==> src/rtl/lifo_pkg.sv <==
// Shared types and default widths for the LIFO read-side controller.
package lifo_pkg;

   localparam int LIFO_DWIDTH = 8;
   localparam int LIFO_AWIDTH = 4;

   typedef enum logic [1:0] {
      ST_IDLE  = 2'd0,
      ST_POP   = 2'd1,
      ST_DRAIN = 2'd2
   } lifo_rd_state_t;

endpackage

==> src/rtl/lifo_rd_skid.sv <==
// Two-entry first-in first-out buffer that absorbs the LIFO read latency
// and presents the popped words as a valid/ready stream.
module lifo_rd_skid
   import lifo_pkg::*;
#(
   parameter int DWIDTH = LIFO_DWIDTH
) (
   input  logic              clk_i,
   input  logic              srst_i,
   input  logic              wr_en_i,
   input  logic [DWIDTH-1:0] wr_data_i,
   input  logic              ready_i,
   output logic [DWIDTH-1:0] data_o,
   output logic              valid_o,
   output logic [1:0]        buf_cnt_o
);

   logic [DWIDTH-1:0] ent0_q, ent0_d;
   logic [DWIDTH-1:0] ent1_q, ent1_d;
   logic [1:0]        cnt_q, cnt_d;
   logic              pop;

   assign valid_o   = (cnt_q != 2'd0) && !srst_i;
   assign pop       = valid_o && ready_i;
   assign data_o    = ent0_q;
   assign buf_cnt_o = cnt_q;

   // Entry 0 is always the head; a pop shifts entry 1 down before any write lands.
   always_comb begin
      ent0_d = ent0_q;
      ent1_d = ent1_q;
      cnt_d  = cnt_q;
      if (pop) begin
         ent0_d = ent1_q;
         cnt_d  = cnt_q - 2'd1;
      end
      if (wr_en_i) begin
         if (cnt_d == 2'd0) begin
            ent0_d = wr_data_i;
         end else begin
            ent1_d = wr_data_i;
         end
         cnt_d = cnt_d + 2'd1;
      end
   end

   always_ff @(posedge clk_i) begin
      if (srst_i) begin
         ent0_q <= '0;
         ent1_q <= '0;
         cnt_q  <= 2'd0;
      end else begin
         ent0_q <= ent0_d;
         ent1_q <= ent1_d;
         cnt_q  <= cnt_d;
      end
   end

endmodule

==> src/rtl/lifo_reader.sv <==
// Burst read controller for the lifo stack: pops N words without ever
// popping an empty stack and streams them out with last on the final beat.
module lifo_reader
   import lifo_pkg::*;
#(
   parameter int DWIDTH = LIFO_DWIDTH,
   parameter int AWIDTH = LIFO_AWIDTH
) (
   input  logic              clk_i,
   input  logic              srst_i,
   input  logic              cmd_valid_i,
   input  logic [AWIDTH:0]   cmd_len_i,
   output logic              cmd_ready_o,
   output logic              lifo_rdreq_o,
   input  logic [DWIDTH-1:0] lifo_q_i,
   input  logic              lifo_empty_i,
   output logic [DWIDTH-1:0] data_o,
   output logic              valid_o,
   output logic              last_o,
   input  logic              ready_i,
   output logic              busy_o,
   output lifo_rd_state_t    state_o
);

   localparam int CW = AWIDTH + 1;
   localparam logic [CW-1:0] CNT_ONE = CW'(1);

   lifo_rd_state_t  state_q, state_d;
   logic [CW-1:0]   issue_cnt_q, issue_cnt_d;
   logic [CW-1:0]   beat_cnt_q, beat_cnt_d;
   logic            inflight_q, inflight_d;
   logic [1:0]      buf_cnt;
   logic [2:0]      occ;
   logic            hs;
   logic            accept;

   lifo_rd_skid #(.DWIDTH(DWIDTH)) u_skid (
      .clk_i     (clk_i),
      .srst_i    (srst_i),
      .wr_en_i   (inflight_q),
      .wr_data_i (lifo_q_i),
      .ready_i   (ready_i),
      .data_o    (data_o),
      .valid_o   (valid_o),
      .buf_cnt_o (buf_cnt)
   );

   assign hs     = valid_o && ready_i;
   // Slots still committed after this edge; a pop is only safe if one stays free.
   assign occ    = {1'b0, buf_cnt} + {2'b00, inflight_q} - {2'b00, hs};
   assign accept = cmd_valid_i && cmd_ready_o;

   assign cmd_ready_o  = (state_q == ST_IDLE) && !srst_i;
   assign busy_o       = (state_q != ST_IDLE) && !srst_i;
   assign lifo_rdreq_o = (state_q == ST_POP) && !srst_i && !lifo_empty_i &&
                         (issue_cnt_q != '0) && (occ < 3'd2);
   assign last_o       = valid_o && (beat_cnt_q == CNT_ONE);
   assign state_o      = state_q;

   always_comb begin
      state_d     = state_q;
      issue_cnt_d = issue_cnt_q;
      beat_cnt_d  = beat_cnt_q;
      inflight_d  = lifo_rdreq_o;
      if (hs && beat_cnt_q != '0) begin
         beat_cnt_d = beat_cnt_q - CNT_ONE;
      end
      if (lifo_rdreq_o) begin
         issue_cnt_d = issue_cnt_q - CNT_ONE;
      end
      case (state_q)
         ST_IDLE: begin
            if (accept && cmd_len_i != '0) begin
               state_d     = ST_POP;
               issue_cnt_d = cmd_len_i;
               beat_cnt_d  = cmd_len_i;
            end
         end
         ST_POP: begin
            if (lifo_rdreq_o && issue_cnt_q == CNT_ONE) begin
               state_d = ST_DRAIN;
            end
         end
         ST_DRAIN: begin
            if (last_o && ready_i) begin
               state_d = ST_IDLE;
            end
         end
         default: state_d = ST_IDLE;
      endcase
   end

   always_ff @(posedge clk_i) begin
      if (srst_i) begin
         state_q     <= ST_IDLE;
         issue_cnt_q <= '0;
         beat_cnt_q  <= '0;
         inflight_q  <= 1'b0;
      end else begin
         state_q     <= state_d;
         issue_cnt_q <= issue_cnt_d;
         beat_cnt_q  <= beat_cnt_d;
         inflight_q  <= inflight_d;
      end
   end

endmodule

==> config.mk <==
export PLATFORM = sky130hd
export DESIGN_NAME = lifo_reader
export DESIGN_NICKNAME = d
export VERILOG_FILES = /design/src/rtl/lifo_pkg.sv /design/src/rtl/lifo_rd_skid.sv /design/src/rtl/lifo_reader.sv
export SDC_FILE = /design/constraint.sdc
export NUM_CORES = 1
export LEC_CHECK = 0
export CORE_ASPECT_RATIO = 1.25
export CORE_UTILIZATION = 50
export DETAILED_ROUTE_END_ITERATION = 8
export PLACE_DENSITY = 0.76
export SYNTH_ARGS = -nofsm -noshare
export SYNTH_HDL_FRONTEND = slang
export SYNTH_SLANG_ARGS = --single-unit
==> constraint.sdc <==
create_clock -name clk_i -period 5.15 [get_ports clk_i]
set_input_delay 1.03 -clock clk_i [delete_from_list [all_inputs] [get_ports clk_i]]
set_output_delay 1.03 -clock clk_i [all_outputs]
set_load 0.02 [all_outputs]
==> qor.yml <==
floorplanning:
  die_area_um2: 3310
  core.rowCount: 22
  start_util: 0.523
  coreArea_um2: 2950
  die_y_um: 64.1
  fp.dieW_um: 51.7
  pin_count: 33
logic_synthesis:
  synth_edf_count: 0
  yosys-top-cells-count: "31 x dfxtp_1, 25 x nor2_1, 21 x nand2_1"
  async_reset_ff_frac: 0
  synth_most_common_cell: "dfxtp_1"
  syn_area_per_cell_um2: 8.81
  synth_top_area_frac: 0.403
  ys_ff_latch: 31
  synth_cell_types: 38
  syn_nets: 202
  synthCells: 175
  netlist_top_cells_area: "dfxtp_1 40%, ha_1 6.5%, nor2_1 6.1%"
  ys_seq_area_frac: 0.403
  yosysTopAreaCell: "dfxtp_1"
  synth_ff_type: "dfxtp_1"
  yosysWarnings: 0
  syn_area_um2: 1540
cells_and_area:
  final_design_area_no_fill_um2: 1960
  n_fill_cell: 252
  drive_above_1_share: 0.0853
  instances_no_fill: 247
  num-nets-final: 237
  multiInputGateArea_um2: 845
  ff_latch_area_um2: 621
  area_growth_pct: 27.0
  antenna_cells: 0
critical_path:
  end_kind: "output pin"
  crit_arrival_ns: 3.73
  start_kind: "input port"
  critPathSlowestCell: "clkdlybuf4s50_1"
  critPathMaxStageDelay_ns: 0.49
  crit_chain: "clkdlybuf4s50_1, or3b_1, inv_2, ha_1, inv_1, ha_1, inv_1, fa_1, nor3b_2, and4_4, dlymetal6s2s_1"
  worst-path-max-fanout: 3
  cp.required_ns: 4.12
  worstSetupPathType: "in -> out"
global_routing:
  grt_use_total: 0.256
  grt_pass1_vias: 1400
  grt_max_degree: 32
  grt_first_pass_wirelength_um: 6260
  gr-total-overflow: 0
  antenna_found_initial: 0
cts:
  htreeDepth: 2
  cts_root_buf: "clkbuf_4"
  tritoncts: "built"
  post_cts_buffers: 0
  cts.sinks: 31
  cts_buffers: 5
  cts.hold.buffers_added: 0
  clk_latency_ns: 0.36
  clk_pin_slew_ns: 0.10
  clockBufferDepth: 2
routing:
  vias: 1417
  detail-route-antenna-nets: 0
  drt_first_iter_violations: 30
  drcViolationCount: 0
  first_pass_iters: 4
  routed_wl_um: 3650
  viasPerCell: 5.74
  wl_per_cell_um: 14.8
timing:
  final.setup_skew_ns: 0.0134
  fin_crit_ns: 4.76
  drv_slew: 0
  worst_slack_ns: 0.389
  max_slew_margin: 0.400
  tns_ns: 0
  fmax_mhz: 210
  worst_slew_pin_slew_ns: 0.897
  final_hold_viol_count: 0
  rsz0062_at_grt: "no"
  finalSetupViolCount: 0
  fin_crit_sh: 0.924
place:
  io_buffers: 32
  post-place-ws_ns: -0.0547
  place_inst: 239
  postPlaceCellArea_um2: 1900
  dp_hpwl_um: 2660
  gp_congestion: 0.847
outcome:
  outcome: "complete, no violations"
power_and_ir_drop:
  ir_drop_mv: 0.207
  power.density_nw_per_um2: 253
  p_leak_nw: 0.727
run:
  cap_violations: 0
min_path:
  hp-class: "reg -> reg"
-- report_power, final --
group / internal, mW / switching, mW
Clock: 0.0525 / 0.0912
Sequential: 0.250 / 0.00860
Combinational: 0.0452 / 0.0485
-- registers in the layout (all words and copies together), names as in the netlist --
name	flops
u_skid.data_o	8
u_skid.ent1_q	8
beat_cnt_q	5
issue_cnt_q	5
state_o	2
u_skid.buf_cnt_o	2
inflight_q	1
-- metal layers --
metal	track usage	wire [µm]	vias up
met5	0	0	-
met1	0.299	1540	691
met3	0.0524	123	8
li1	-	-	690
met2	0.440	1900	28
met4	0.111	78	0
-- worst max-delay path: cells and delay by family --
family / cells / cell delay [ns]
simple gates: 3 / 0.91
buf+inv: 5 / 0.91
fa+ha+maj: 3 / 0.87
-- per-stage QoR --
stage | power (mW) | utilization | hold slack (ns)
4_1_cts | 0.498 | 0.664 | 0.494
6_report | 0.496 | 0.665 | 0.490
5_1_grt | 0.520 | 0.665 | 0.524
3_5_place_dp | 0.357 | 0.644 | 0.476
2_1_floorplan | 0.318 | - | 0.452
3_3_place_gp | 0.351 | 0.644 | 0.463
-- path summary, 6_finish.rpt --
path,endpoint,cells past startpoint,from,slack (ns)
setup / recovery,lifo_rdreq_o,11,ready_i,0.39
hold / removal,u_skid.data_o[5]$_SDFF_PP0_,2,u_skid.data_o[5]$_SDFF_PP0_,0.49
setup reg to reg,issue_cnt_q[1]$_SDFF_PP0_,14,u_skid.buf_cnt_o[1]$_SDFF_PP0_,1.75
hold reg to reg,u_skid.data_o[5]$_SDFF_PP0_,2,u_skid.data_o[5]$_SDFF_PP0_,0.49
-- cells in the final DEF, fill, tap and decap left out, types with 2 or more instances in the layout --
master | synthesis | final
inv_1 | 10 | 10
nor2_1 | 25 | 25
nor3_1 | 6 | 6
a21oi_1 | 9 | 9
clkbuf_4 | 0 | 5
nand2_1 | 21 | 21
dfxtp_1 | 31 | 31
o21bai_1 | 3 | 3
a211oi_1 | 4 | 4
nand3_1 | 6 | 6
clkdlybuf4s50_1 | 0 | 31
mux2i_1 | 8 | 8
a311oi_1 | 8 | 8
and4_1 | 3 | 3
ha_1 | 8 | 8
buf_4 | 0 | 4
xnor2_1 | 3 | 3
or4b_1 | 2 | 2
nor2b_1 | 2 | 2
-- logic make-up after synthesis --
family,count (synthesis),synth area share
compound gates,32,0.157
xor+xnor,4,0.0227
fa+ha+maj,9,0.0779
buf+inv,19,0.0528
flops,31,0.403
mux,10,0.0690
simple gates,70,0.218
-- layout make-up --
| cell class | instances | area share |
|---|---|---|
| Inverter | 11 | 0.0211 |
| Tap cell | 36 | 0.0230 |
| Clock inverter | 2 | 0.00639 |
| Sequential cell | 31 | 0.317 |
| Clock buffer | 6 | 0.0211 |
| Multi-Input combinational cell | 125 | 0.431 |
| Timing Repair Buffer | 36 | 0.180 |
-- timing repair --
| action | CTS | global route |
|---|---|---|
| pin swaps | 0 | 0 |
| resized for setup | 1 | 1 |
| setup endpoints to repair | 1 | 1 |
(Power assumes the default switching activity.)
